===== config.mk =====
export PLATFORM = sky130hd
export DESIGN_NAME = bp_be_mmio_clint
export DESIGN_NICKNAME = d
export VERILOG_FILES = /design/src/rtl/bp_be_mmio_clint.sv
export SDC_FILE = /design/constraint.sdc
export NUM_CORES = 1
export LEC_CHECK = 0
export CAP_MARGIN = 20
export CORE_MARGIN = 1
export CORE_UTILIZATION = 40
export DETAILED_ROUTE_END_ITERATION = 16
export GPL_ROUTABILITY_DRIVEN = 0
export SLEW_MARGIN = 20
export SYNTH_ARGS = -nofsm -noshare
export SYNTH_HDL_FRONTEND = slang
export SYNTH_SLANG_ARGS = --single-unit

===== constraint.sdc =====
create_clock -name clk_i -period 8.15 [get_ports clk_i]
set_clock_uncertainty 0.15 [all_clocks]
set_input_delay 0.815 -clock clk_i [delete_from_list [all_inputs] [get_ports clk_i]]
set_output_delay 0.815 -clock clk_i [all_outputs]
set_load 0.05 [all_outputs]

===== src/rtl/bp_be_mmio_clint.sv =====
// bp_be_mmio_clint: core-local interruptor on the BE MMIO map.
// Holds the free-running mtime, per-hart mtimecmp and msip, and serves one
// outstanding dword load/store at a time through an IDLE/RESP handshake.
// Build option: define BP_BE_CLINT_MTIME_DIV_EN to advance mtime once every
// mtime_div_p clocks instead of every clock.
module bp_be_mmio_clint #(
    parameter int num_core_p    = 1,
    parameter int vaddr_width_p = 39,
    parameter int dword_width_p = 64,
    parameter int mtime_div_p   = 16
) (
    input  logic                     clk_i,
    input  logic                     reset_i,
    input  logic                     mmio_v_i,
    input  logic                     mmio_w_i,
    input  logic [vaddr_width_p-1:0] mmio_addr_i,
    input  logic [dword_width_p-1:0] mmio_data_i,
    output logic                     mmio_ready_o,
    output logic                     resp_v_o,
    output logic [dword_width_p-1:0] resp_data_o,
    output logic                     resp_err_o,
    input  logic                     resp_yumi_i,
    output logic [num_core_p-1:0]    timer_irq_o,
    output logic [num_core_p-1:0]    soft_irq_o
);

    localparam logic [vaddr_width_p-1:0] mtime_addr_lp    = vaddr_width_p'(39'h6f_ffff_0000);
    localparam logic [vaddr_width_p-1:0] mtimecmp_base_lp = vaddr_width_p'(39'h6f_ffff_0100);
    localparam logic [vaddr_width_p-1:0] msip_base_lp     = vaddr_width_p'(39'h6f_ffff_0200);

    typedef enum logic {IDLE, RESP} state_e;

    state_e                   state_q, state_d;
    logic                     resp_v_q, resp_v_d;
    logic [dword_width_p-1:0] resp_data_q, resp_data_d;
    logic                     resp_err_q, resp_err_d;
    logic [dword_width_p-1:0] mtime_q, mtime_d;
    logic [dword_width_p-1:0] mtimecmp_q [num_core_p];
    logic [dword_width_p-1:0] mtimecmp_d [num_core_p];
    logic [num_core_p-1:0]    msip_q, msip_d;
    logic [num_core_p-1:0]    timer_irq_q, timer_irq_d;

    logic                     is_mtime;
    logic [num_core_p-1:0]    cmp_hit;
    logic [num_core_p-1:0]    msip_hit;
    logic                     mapped;
    logic [dword_width_p-1:0] rdata;
    logic                     accept;
    logic                     wr;
    logic                     mtime_tick;

    if (mtime_div_p < 1) begin : g_div_chk
        $error("mtime_div_p must be positive");
    end

    // Full-address decode of the request and selection of load data.
    always_comb begin
        is_mtime = (mmio_addr_i == mtime_addr_lp);
        cmp_hit  = '0;
        msip_hit = '0;
        rdata    = is_mtime ? mtime_q : '0;
        for (int i = 0; i < num_core_p; i++) begin
            cmp_hit[i]  = (mmio_addr_i == mtimecmp_base_lp + vaddr_width_p'(8 * i));
            msip_hit[i] = (mmio_addr_i == msip_base_lp + vaddr_width_p'(8 * i));
            if (cmp_hit[i])  rdata = mtimecmp_q[i];
            if (msip_hit[i]) rdata = dword_width_p'(msip_q[i]);
        end
        mapped = is_mtime | (|cmp_hit) | (|msip_hit);
        accept = (state_q == IDLE) & mmio_v_i;
        wr     = accept & mmio_w_i;
    end

`ifdef BP_BE_CLINT_MTIME_DIV_EN
    if (mtime_div_p < 2) begin : g_div_min_chk
        $error("mtime_div_p must be at least 2");
    end

    localparam int div_w_lp = $clog2(mtime_div_p);
    localparam logic [div_w_lp-1:0] div_max_lp = div_w_lp'(mtime_div_p - 1);

    logic [div_w_lp-1:0] div_cnt_q, div_cnt_d;

    // Prescaler: mtime advances on the cycle the counter wraps; an mtime store restarts it.
    always_comb begin
        mtime_tick = (div_cnt_q == div_max_lp);
        if ((wr & is_mtime) | mtime_tick) div_cnt_d = '0;
        else                              div_cnt_d = div_cnt_q + 1'b1;
    end

    // Prescaler counter register.
    always_ff @(posedge clk_i or posedge reset_i) begin
        if (reset_i) div_cnt_q <= '0;
        else         div_cnt_q <= div_cnt_d;
    end
`else
    assign mtime_tick = 1'b1;
`endif

    // Next-state for timer registers, interrupt lines and the request FSM.
    always_comb begin
        if (wr & is_mtime)  mtime_d = mmio_data_i;
        else if (mtime_tick) mtime_d = mtime_q + 1'b1;
        else                 mtime_d = mtime_q;

        msip_d = msip_q;
        for (int i = 0; i < num_core_p; i++) begin
            mtimecmp_d[i] = (wr & cmp_hit[i]) ? mmio_data_i : mtimecmp_q[i];
            if (wr & msip_hit[i]) msip_d[i] = mmio_data_i[0];
            // Compare against post-edge values so a store takes effect next cycle.
            timer_irq_d[i] = (mtime_d >= mtimecmp_d[i]);
        end

        state_d     = state_q;
        resp_v_d    = resp_v_q;
        resp_data_d = resp_data_q;
        resp_err_d  = resp_err_q;
        case (state_q)
            IDLE: begin
                if (mmio_v_i) begin
                    state_d     = RESP;
                    resp_v_d    = 1'b1;
                    resp_data_d = mmio_w_i ? '0 : rdata;
                    resp_err_d  = ~mapped;
                end
            end
            RESP: begin
                if (resp_yumi_i) begin
                    state_d  = IDLE;
                    resp_v_d = 1'b0;
                end
            end
            default: state_d = IDLE;
        endcase
    end

    // Single register stage for FSM, response and timer state.
    always_ff @(posedge clk_i or posedge reset_i) begin
        if (reset_i) begin
            state_q     <= IDLE;
            resp_v_q    <= 1'b0;
            resp_data_q <= '0;
            resp_err_q  <= 1'b0;
            mtime_q     <= '0;
            msip_q      <= '0;
            timer_irq_q <= '0;
            for (int i = 0; i < num_core_p; i++) mtimecmp_q[i] <= '1;
        end else begin
            state_q     <= state_d;
            resp_v_q    <= resp_v_d;
            resp_data_q <= resp_data_d;
            resp_err_q  <= resp_err_d;
            mtime_q     <= mtime_d;
            msip_q      <= msip_d;
            timer_irq_q <= timer_irq_d;
            for (int i = 0; i < num_core_p; i++) mtimecmp_q[i] <= mtimecmp_d[i];
        end
    end

    assign mmio_ready_o = (state_q == IDLE);
    assign resp_v_o     = resp_v_q;
    assign resp_data_o  = resp_data_q;
    assign resp_err_o   = resp_err_q;
    assign timer_irq_o  = timer_irq_q;
    assign soft_irq_o   = msip_q;

endmodule


==> flow_summary.json, run 1 <==
{
  "power_uw": 1990,
  "grt.total_usage_pct": 21.6,
  "cts_resized": 0,
  "arrival_ns": 5.83,
  "critPathLaunchType": "input port",
  "clk_latency_ns": 0.44,
  "synth_edf_count": 0,
  "root_buffer": "clkbuf_16",
  "final_common_cell": "clkdlybuf4s50_1",
  "synth_area_um2": 10600,
  "vdd_drop_max_mv": 0.103,
  "stdcell_count": 1594,
  "ys_types": 48,
  "p_leak_uw": 0.00555,
  "yosysSeqAreaShare_pct": 47.1,
  "synth_top_flop_cell": "dfrtp_1",
  "vias_per_cell": 5.35,
  "antenna_cells": 0,
  "cp_max_fo": 76,
  "grt_pass1_wl_um": 45400,
  "clock_path_buffers": 2,
  "dieHeight_um": 165,
  "antenna_found_initial": 0,
  "max_freq_mhz": 176,
  "grt_pass1_vias": 8476,
  "powerDensity_nw_per_um2": 150,
  "ys_warn_count": 0,
  "die_area_um2": 27200,
  "timing_hold_violations_final": 0,
  "cts_buffers": 17,
  "status": "complete, no violations",
  "dieWidth_um": 165,
  "postSynthAreaPerCell_um2": 9.70,
  "initial_core_util_pct": 40.8,
  "path_class": "in2reg",
  "grt_max_degree": 129,
  "synth_fp_nets": 1268,
  "clkSinkCount": 197,
  "crit_path_end_kind": "flip-flop",
  "grt.busiest_layer": "met2",
  "drtPass1Iterations": 5,
  "cap_violations": 0,
  "drive_gt1_share_pct": 9.93,
  "dr_total_vias": 8525,
  "synth_seq_cells": 197,
  "overflow": 0,
  "syn_inst": 1095,
  "row_count": 59,
  "drv_slew": 0,
  "final_cell_mix": "clkdlybuf4s50_1 (176), dfrtp_1 (133), nand2_1 (104)",
  "drt-total-wl_um": 28300,
  "grt_util_met3_pct": 3.24,
  "setup_viol": 0,
  "grt.met1_usage_pct": 29.7,
  "area_growth_pct": 24.8,
  "post-place-cells": 1562,
  "route.detailed.drc": 0,
  "critPathRequiredTime_ns": 8.30,
  "coreArea_um2": 26100,
  "hold_class": "reg2reg",
  "cts_hold_buf": 0,
  "initialDrtViolationCount": 421,
  "post-cts-setup-buffer-count": 0,
  "port_buffers": 176,
  "dp_hpwl_um": 19900,
  "final_cell_area_um2": 13300,
  "synth_async_sr_flop_share_pct": 100,
  "tritoncts": "yes",
  "clkSlewWorstSetupHoldPaths_ns": 0.07,
  "nNetsFinal": 1419,
  "fin_crit_sh_pct": 69.6,
  "placed_area_um2": 12600,
  "worst_pin_slew_ns": 0.951,
  "htreeDepth": 4,
  "fin_setup_tns_ns": 0,
  "slew_headroom_pct": 36.4,
  "wire_per_inst_um": 17.7,
  "pin_count": 177,
  "met2_usage_pct": 35.6,
  "antenna_left": 0,
  "rsz0062_at_grt": "no",
  "fin_crit_ns": 5.68
}
[cell type report]
cell class | instances | area [um2]
Fill cell | 2420 | 12800
Inverter | 76 | 293
Clock inverter | 13 | 171
Clock buffer | 19 | 443
Sequential cell | 197 | 5010
Timing Repair Buffer | 185 | 1840
Multi-Input combinational cell | 769 | 5080
Tap cell | 335 | 419
[routing by layer]
layer / routed length (um) / part of all wire [%]
met1: 13100 / 46
met2: 13400 / 47
met3: 1430 / 5.0
met4: 350 / 1.2
met5: 0 / 0
[flip-flops by register name, indices dropped and copies added (netlist names)]
signal	cells
timer_irq_o	1
state_q	1
mtime_q	64
resp_v_o	1
mtimecmp_q	64
resp_err_o	1
resp_data_o	64
soft_irq_o	1
[through the flow]
step / util, % / hold slack (ns) / worst slack (ns)
floorplan: - / 0.296 / 1.92
global placement: 48.5 / 0.312 / 2.22
detailed placement: 48.5 / 0.320 / 2.05
CTS: 50.9 / 0.337 / 2.49
global route: 50.9 / 0.365 / 2.17
finish: 50.9 / 0.328 / 2.47
[synthesized netlist by cell type, drive strengths merged, types with 16 or more instances]
cell | count | area share, %
dfrtp | 133 | 31
nand2 | 105 | 3.7
nor2 | 96 | 3.4
a21oi | 83 | 3.9
inv | 76 | 2.7
o21ai | 74 | 3.5
ha | 65 | 7.7
dfstp | 64 | 16
a22oi | 63 | 4.5
mux2i | 56 | 5.3
nand4 | 43 | 2.5
clkbuf | 37 | 1.3
xor2 | 36 | 3.0
nand3 | 31 | 1.5
xnor2 | 26 | 2.1
buf | 16 | 1.4
[power by group]
part | switching [uW] | internal, uW | total (uW)
registers | 1.20 | 980 | 982
logic | 66.3 | 53.1 | 119
clock network | 394 | 497 | 891
total | 461 | 1530 | 1990
[critical path: stages]
cell and delay (ns):
clkdlybuf4s50_1 0.46, nand4b_1 0.12, or3_1 0.41, or3_1 0.57, or4_4 0.82, buf_4 0.48, mux2_2 0.39, inv_1 0.06
ha_1 0.21, nand2b_1 0.13, a2111oi_0 0.47, nor4b_1 0.11, or3_1 0.43, a211oi_1 0.21, o21ai_0 0.10
[worst paths after layout]
path | start | endpoint | slack [ns] | cells after the start
max in group asynchronous | reset_i | mtime_q[61] | 5.61 | 3
setup reg to reg | state_q | timer_irq_o | 3.70 | 13
hold / removal | resp_data_o[11] | resp_data_o[11] | 0.33 | 2
setup / recovery | mmio_addr_i[37] | timer_irq_o | 2.47 | 15
hold reg to reg | resp_data_o[11] | resp_data_o[11] | 0.33 | 2
min in group asynchronous | reset_i | resp_data_o[13] | 0.83 | 2
[logic make-up (layout without fill, tap and decap cells)]
family,count (synthesis),count (layout),share of synthesized area [%]
AOI/OAI and AO/OA,242,242,13.4
xor gates and xnor gates,62,62,5.11
DFF,197,197,47.1
buffers and inverters,129,293,5.37
adders and majority gates,65,65,7.65
and+or+nand+nor,331,331,14.6
muxes,69,69,6.72
Note: power is estimated with default switching activity, not from simulation.
==> run 2, diff against run 1 <==
==> constraint.sdc (replaced) <==
create_clock -name clk_i -period 5.9 [get_ports clk_i]
set_clock_uncertainty 0.15 [all_clocks]
set_input_delay 0.59 -clock clk_i [delete_from_list [all_inputs] [get_ports clk_i]]
set_output_delay 0.59 -clock clk_i [all_outputs]
set_load 0.05 [all_outputs]
==> run 2 against run 1 <==
  * Via count is 0.56% lower
  * Worst hold slack hardly changed
  * Count of clock-buffer cells in the layout stayed put
==> flow_summary.json, run 2 (synthesized netlist as in run 1, its figures left out) <==
{
  "critPathRequiredTime_ns": 6.06,
  "path_class": "in2reg",
  "rsz0062_at_grt": "no",
  "vias_per_cell": 5.30,
  "r2r_cells": 11,
  "antenna_left": 0,
  "coreArea_um2": 26100,
  "nNetsFinal": 1424,
  "hold_class": "reg2reg",
  "route.detailed.drc": 0,
  "slew_headroom_pct": 29.9,
  "dr_total_vias": 8477,
  "dp_hpwl_um": 21000,
  "regArea_um2": 5010,
  "p_int_uw": 2170,
  "grt.total_usage_pct": 22.2,
  "powerDensity_nw_per_um2": 210,
  "p_seq_share_pct": 48.4,
  "place_ws_ns": 0.678,
  "cts_resized": 0,
  "tritoncts": "yes",
  "initialDrtViolationCount": 458,
  "cts_buffers": 17,
  "p_comb_share_pct": 5.9,
  "status": "complete, no violations",
  "overflow": 0,
  "grt_pass1_wl_um": 46400,
  "fin_setup_tns_ns": 0,
  "initial_core_util_pct": 40.8,
  "final_common_cell": "clkdlybuf4s50_1",
  "grt_max_degree": 121,
  "fin_crit_ns": 4.75,
  "fin_util_pct": 51.1,
  "final_cell_mix": "clkdlybuf4s50_1 (176), dfrtp_1 (133), nand2_1 (104)",
  "timing_hold_violations_final": 0,
  "cts_hold_buf": 0,
  "htreeDepth": 4,
  "post-cts-setup-buffer-count": 0,
  "cap_violations": 0,
  "p_leak_uw": 0.00559,
  "vdd_drop_max_mv": 0.160,
  "arrival_ns": 4.91,
  "die_area_um2": 27200,
  "critPathLaunchType": "input port",
  "pin_count": 177,
  "port_buffers": 176,
  "dieHeight_um": 165,
  "wire_per_inst_um": 18.1,
  "dieWidth_um": 165,
  "hold_depth": 2,
  "drive_gt1_share_pct": 10.4,
  "clkSlewWorstSetupHoldPaths_ns": 0.07,
  "antenna_found_initial": 0,
  "crit_path_end_kind": "flip-flop",
  "antenna_cells": 0,
  "row_count": 59,
  "clock_path_buffers": 2,
  "r2r_slack_ns": 1.46,
  "clockPowerShare_pct": 45.7,
  "worst_pin_slew_ns": 1.04,
  "cp_max_fo": 48,
  "grt_pass1_vias": 8648,
  "p_switching_uw": 634,
  "clk_latency_ns": 0.44,
  "final.setup.worst_slack_ns": 1.15,
  "area_growth_pct": 25.4,
  "max_freq_mhz": 211,
  "setup_viol": 0,
  "fin_crit_sh_pct": 80.5,
  "clkSinkCount": 197,
  "root_buffer": "clkbuf_16",
  "drv_slew": 0,
  "switching_share_pct": 22.6,
  "nFillCells": 2413,
  "drtPass1Iterations": 5,
  "multi_input_area_um2": 5080,
  "drt-total-wl_um": 29000
}
==> run 2: cell type report <==
type / instances / share of cell area, %
clock buffers: 19 / 3.40
multi-input cells: 769 / 38.1
well taps: 335 / 3.14
clock inverters: 13 / 1.45
repair buffers: 190 / 14.1
inverters: 76 / 2.17
flip-flops and latches: 197 / 37.6
==> run 2: power by group through the flow <==
| stage | Sequential [uW] | Clock, uW | Combinational (uW) |
|---|---|---|---|
| after floorplan | 1390 | 0 | 49.0 |
| after global placement | 1380 | 0 | 171 |
| after detailed placement | 1380 | 0 | 171 |
| after CTS | 1360 | 1310 | 171 |
| after global routing | 1360 | 1360 | 182 |
| final | 1360 | 1280 | 166 |
==> run 2: critical path, cell delays in order <==
cell and delay [ns]:
clkdlybuf4s50_1 0.49, nand4_1 0.12, or3_1 0.41, or3_1 0.56, or4_4 0.61, buf_4 0.31, nor2_1 0.14, a21oi_1 0.07
ha_1 0.34, a21oi_1 0.16, o21ai_0 0.10, a221o_1 0.32, or3_1 0.37, a211oi_1 0.23, o21ai_0 0.10
==> run 2: worst paths after layout <==
| kind | start | endpoint |
|---|---|---|
| max | mmio_addr_i[22] | timer_irq_o |
| min | resp_data_o[9] | resp_data_o[9] |
| max reg2reg | mtime_q[5] | timer_irq_o |
| min reg2reg | resp_data_o[9] | resp_data_o[9] |
| max in group asynchronous | reset_i | mtime_q[40] |
| min in group asynchronous | reset_i | resp_data_o[12] |
==> run 2: metrics by stage <==
| step | cells | power (uW) | hold WS (ns) | area [um2] |
|---|---|---|---|---|
| 3_3_place_gp | 1567 | 1550 | 0.312 | 12700 |
| 6_report | 1599 | 2800 | 0.328 | 13300 |
| 2_1_floorplan | 1095 | 1430 | 0.296 | 10600 |
| 5_1_grt | 1599 | 2900 | 0.350 | 13300 |
| 3_5_place_dp | 1567 | 1550 | 0.320 | 12700 |
| 4_1_cts | 1599 | 2840 | 0.336 | 13300 |
==> run 2: routing by layer <==
metal,GRT usage [%],share of wire [%]
met1,30.7,47
met2,36.2,47
met3,3.54,4.3
met4,5.67,1.3
met5,0,0
==> run 3, diff against run 2 <==
==> constraint.sdc (replaced) <==
create_clock -name clk_i -period 4.8 [get_ports clk_i]
set_clock_uncertainty 0.15 [all_clocks]
set_input_delay 0.48 -clock clk_i [delete_from_list [all_inputs] [get_ports clk_i]]
set_output_delay 0.48 -clock clk_i [all_outputs]
set_load 0.05 [all_outputs]
==> run 3 against run 2 <==
  * Cell count grew 1.9%
  * Sequential share of layout area decreased by 0.72 points
  * Register-to-register slack got worse by 0.58 ns
  * Critical path type unchanged
  * First-iteration DRC count is 4.8% higher
  * Core utilization is 0.99 points higher
  * Wire length shrank 0.42%
  * Die area stayed put
  * Count of clock-buffer cells in the layout rose by 1
  * Critical endpoint unchanged
  * Critical path depth unchanged
  * Setup slack worse by 0.83 ns
  * Non-clock buffer count is 31 higher
  * Clock power rose by 14%
==> flow_summary.json, run 3 (synthesized netlist as in run 1, its figures left out) <==
{
  "grt_pass1_vias": 8560,
  "antenna_found_initial": 0,
  "wire_per_inst_um": 17.7,
  "coreArea_um2": 26100,
  "grt_max_degree": 100,
  "grt_pass1_wl_um": 45800,
  "multi_input_area_um2": 5080,
  "powerDensity_nw_per_um2": 245,
  "dieHeight_um": 165,
  "fin_hold_ws_ns": 0.326,
  "route.detailed.drc": 0,
  "clock_path_buffers": 2,
  "p_leak_uw": 0.00572,
  "root_buffer": "clkbuf_16",
  "cts_hold_buf": 0,
  "clk_latency_ns": 0.44,
  "post-cts-setup-buffer-count": 0,
  "path_class": "in2reg",
  "critPathLaunchType": "input port",
  "fin_crit_sh_pct": 93.3,
  "antenna_left": 0,
  "overflow": 0,
  "drv_slew": 0,
  "critPathRequiredTime_ns": 4.95,
  "critPathTopFamily": "simple AND/OR/NAND/NOR gates",
  "status": "complete, no violations",
  "port_buffers": 176,
  "initial_core_util_pct": 40.8,
  "cpPeakStageDelay_ns": 0.54,
  "cap_violations": 0,
  "clkSlewWorstSetupHoldPaths_ns": 0.07,
  "drive_gt1_share_pct": 12.4,
  "dr_total_vias": 8629,
  "die_area_um2": 27200,
  "worst_pin_slew_ns": 0.845,
  "tritoncts": "yes",
  "vias_per_cell": 5.29,
  "r2r_cells": 14,
  "timing_hold_violations_final": 0,
  "drtPass1Iterations": 7,
  "row_count": 59,
  "vdd_drop_max_mv": 0.161,
  "hold_depth": 2,
  "dieWidth_um": 165,
  "htreeDepth": 4,
  "nFillCells": 2402,
  "initialDrtViolationCount": 480,
  "setup_viol": 0,
  "slowest_stage": "a2111oi_0",
  "grt.total_usage_pct": 21.9,
  "final_cell_mix": "clkdlybuf4s50_1 (176), dfrtp_1 (133), nand2_1 (104)",
  "cts_buffers": 17,
  "max_freq_mhz": 223,
  "worstPathCellList": "clkdlybuf4s50_1 > nand4b_1 > or3_1 > or3_1 > or4_4 > mux2_2 > inv_1 > ha_1 > nand2b_1 > a2111oi_0 > buf_4 > nor4b_1 > or3_1 > a211oi_1 > o21ai_0",
  "nNetsFinal": 1455,
  "crit_path_end_kind": "flip-flop",
  "cp.depth": 15,
  "slew_headroom_pct": 43.5,
  "arrival_ns": 4.63,
  "cts_resized": 0,
  "drt-total-wl_um": 28900,
  "dp_hpwl_um": 21300,
  "final_cell_area_um2": 13600,
  "cp_num_buf_inv": 3,
  "crit_top_cell": "or3_1",
  "final_common_cell": "clkdlybuf4s50_1",
  "clkSinkCount": 197,
  "cp_max_fo": 3,
  "fin_crit_ns": 4.48,
  "area_growth_pct": 27.9,
  "rsz0062_at_grt": "no",
  "placed_area_um2": 13000,
  "pin_count": 177,
  "hold_class": "reg2reg",
  "regArea_um2": 5010,
  "antenna_cells": 0
}
## run 3: final cells by class
class                           instances  area share (%)
Multi-Input combinational cell        769            37.4
Sequential cell                       197            36.9
Timing Repair Buffer                  221            16.2
Clock buffer                           20            3.29
Tap cell                              335            3.08
Inverter                               76            2.13
Clock inverter                         12            1.07
## run 3: path summary, 6_finish.rpt
path                                 startpoint              end  slack, ns
worst max-delay path            mmio_addr_i[35]      timer_irq_o       0.32
worst min-delay path            resp_data_o[60]  resp_data_o[60]       0.33
worst max register to register      mtime_q[30]      timer_irq_o       0.88
worst min register to register  resp_data_o[60]  resp_data_o[60]       0.33
max in group asynchronous               reset_i   mtimecmp_q[36]       3.11
min in group asynchronous               reset_i  resp_data_o[12]       0.39
## run 3: report_power, final
group | switching (uW) | internal [uW]
logic | 113 | 94.2
registers | 2.11 | 1660
clock network | 666 | 792
total | 781 | 2550
## run 3: metrics by stage
stage / setup TNS, ns / setup slack [ns] / std cells / utilization (%) / power, uW
4_1_cts: 0 / 0.234 / 1630 / 52.1 / 3380
3_5_place_dp: -0.202 / -0.202 / 1598 / 49.9 / 1910
2_1_floorplan: 0 / 0.598 / 1095 / - / 1760
6_report: 0 / 0.319 / 1630 / 52.1 / 3330
5_1_grt: 0 / 0.0197 / 1630 / 52.1 / 3440
3_3_place_gp: -0.169 / -0.169 / 1598 / 49.9 / 1910
## run 3: per-layer routing
metal  track usage, %  up-vias  part of all wire (%)
met1             29.9     4173                    47
met4             4.80        0                  0.84
met2             36.6      195                    48
met5                0        -                     0
li1                 -     4242                     -
met3             3.06       19                   4.1
## run 3: tightest hold or removal path: cells and delay by family (launching register included)
family / cells / cell delay, ns
compound gates: 1 / 0.05
simple gates: 1 / 0.04
flops: 1 / 0.34
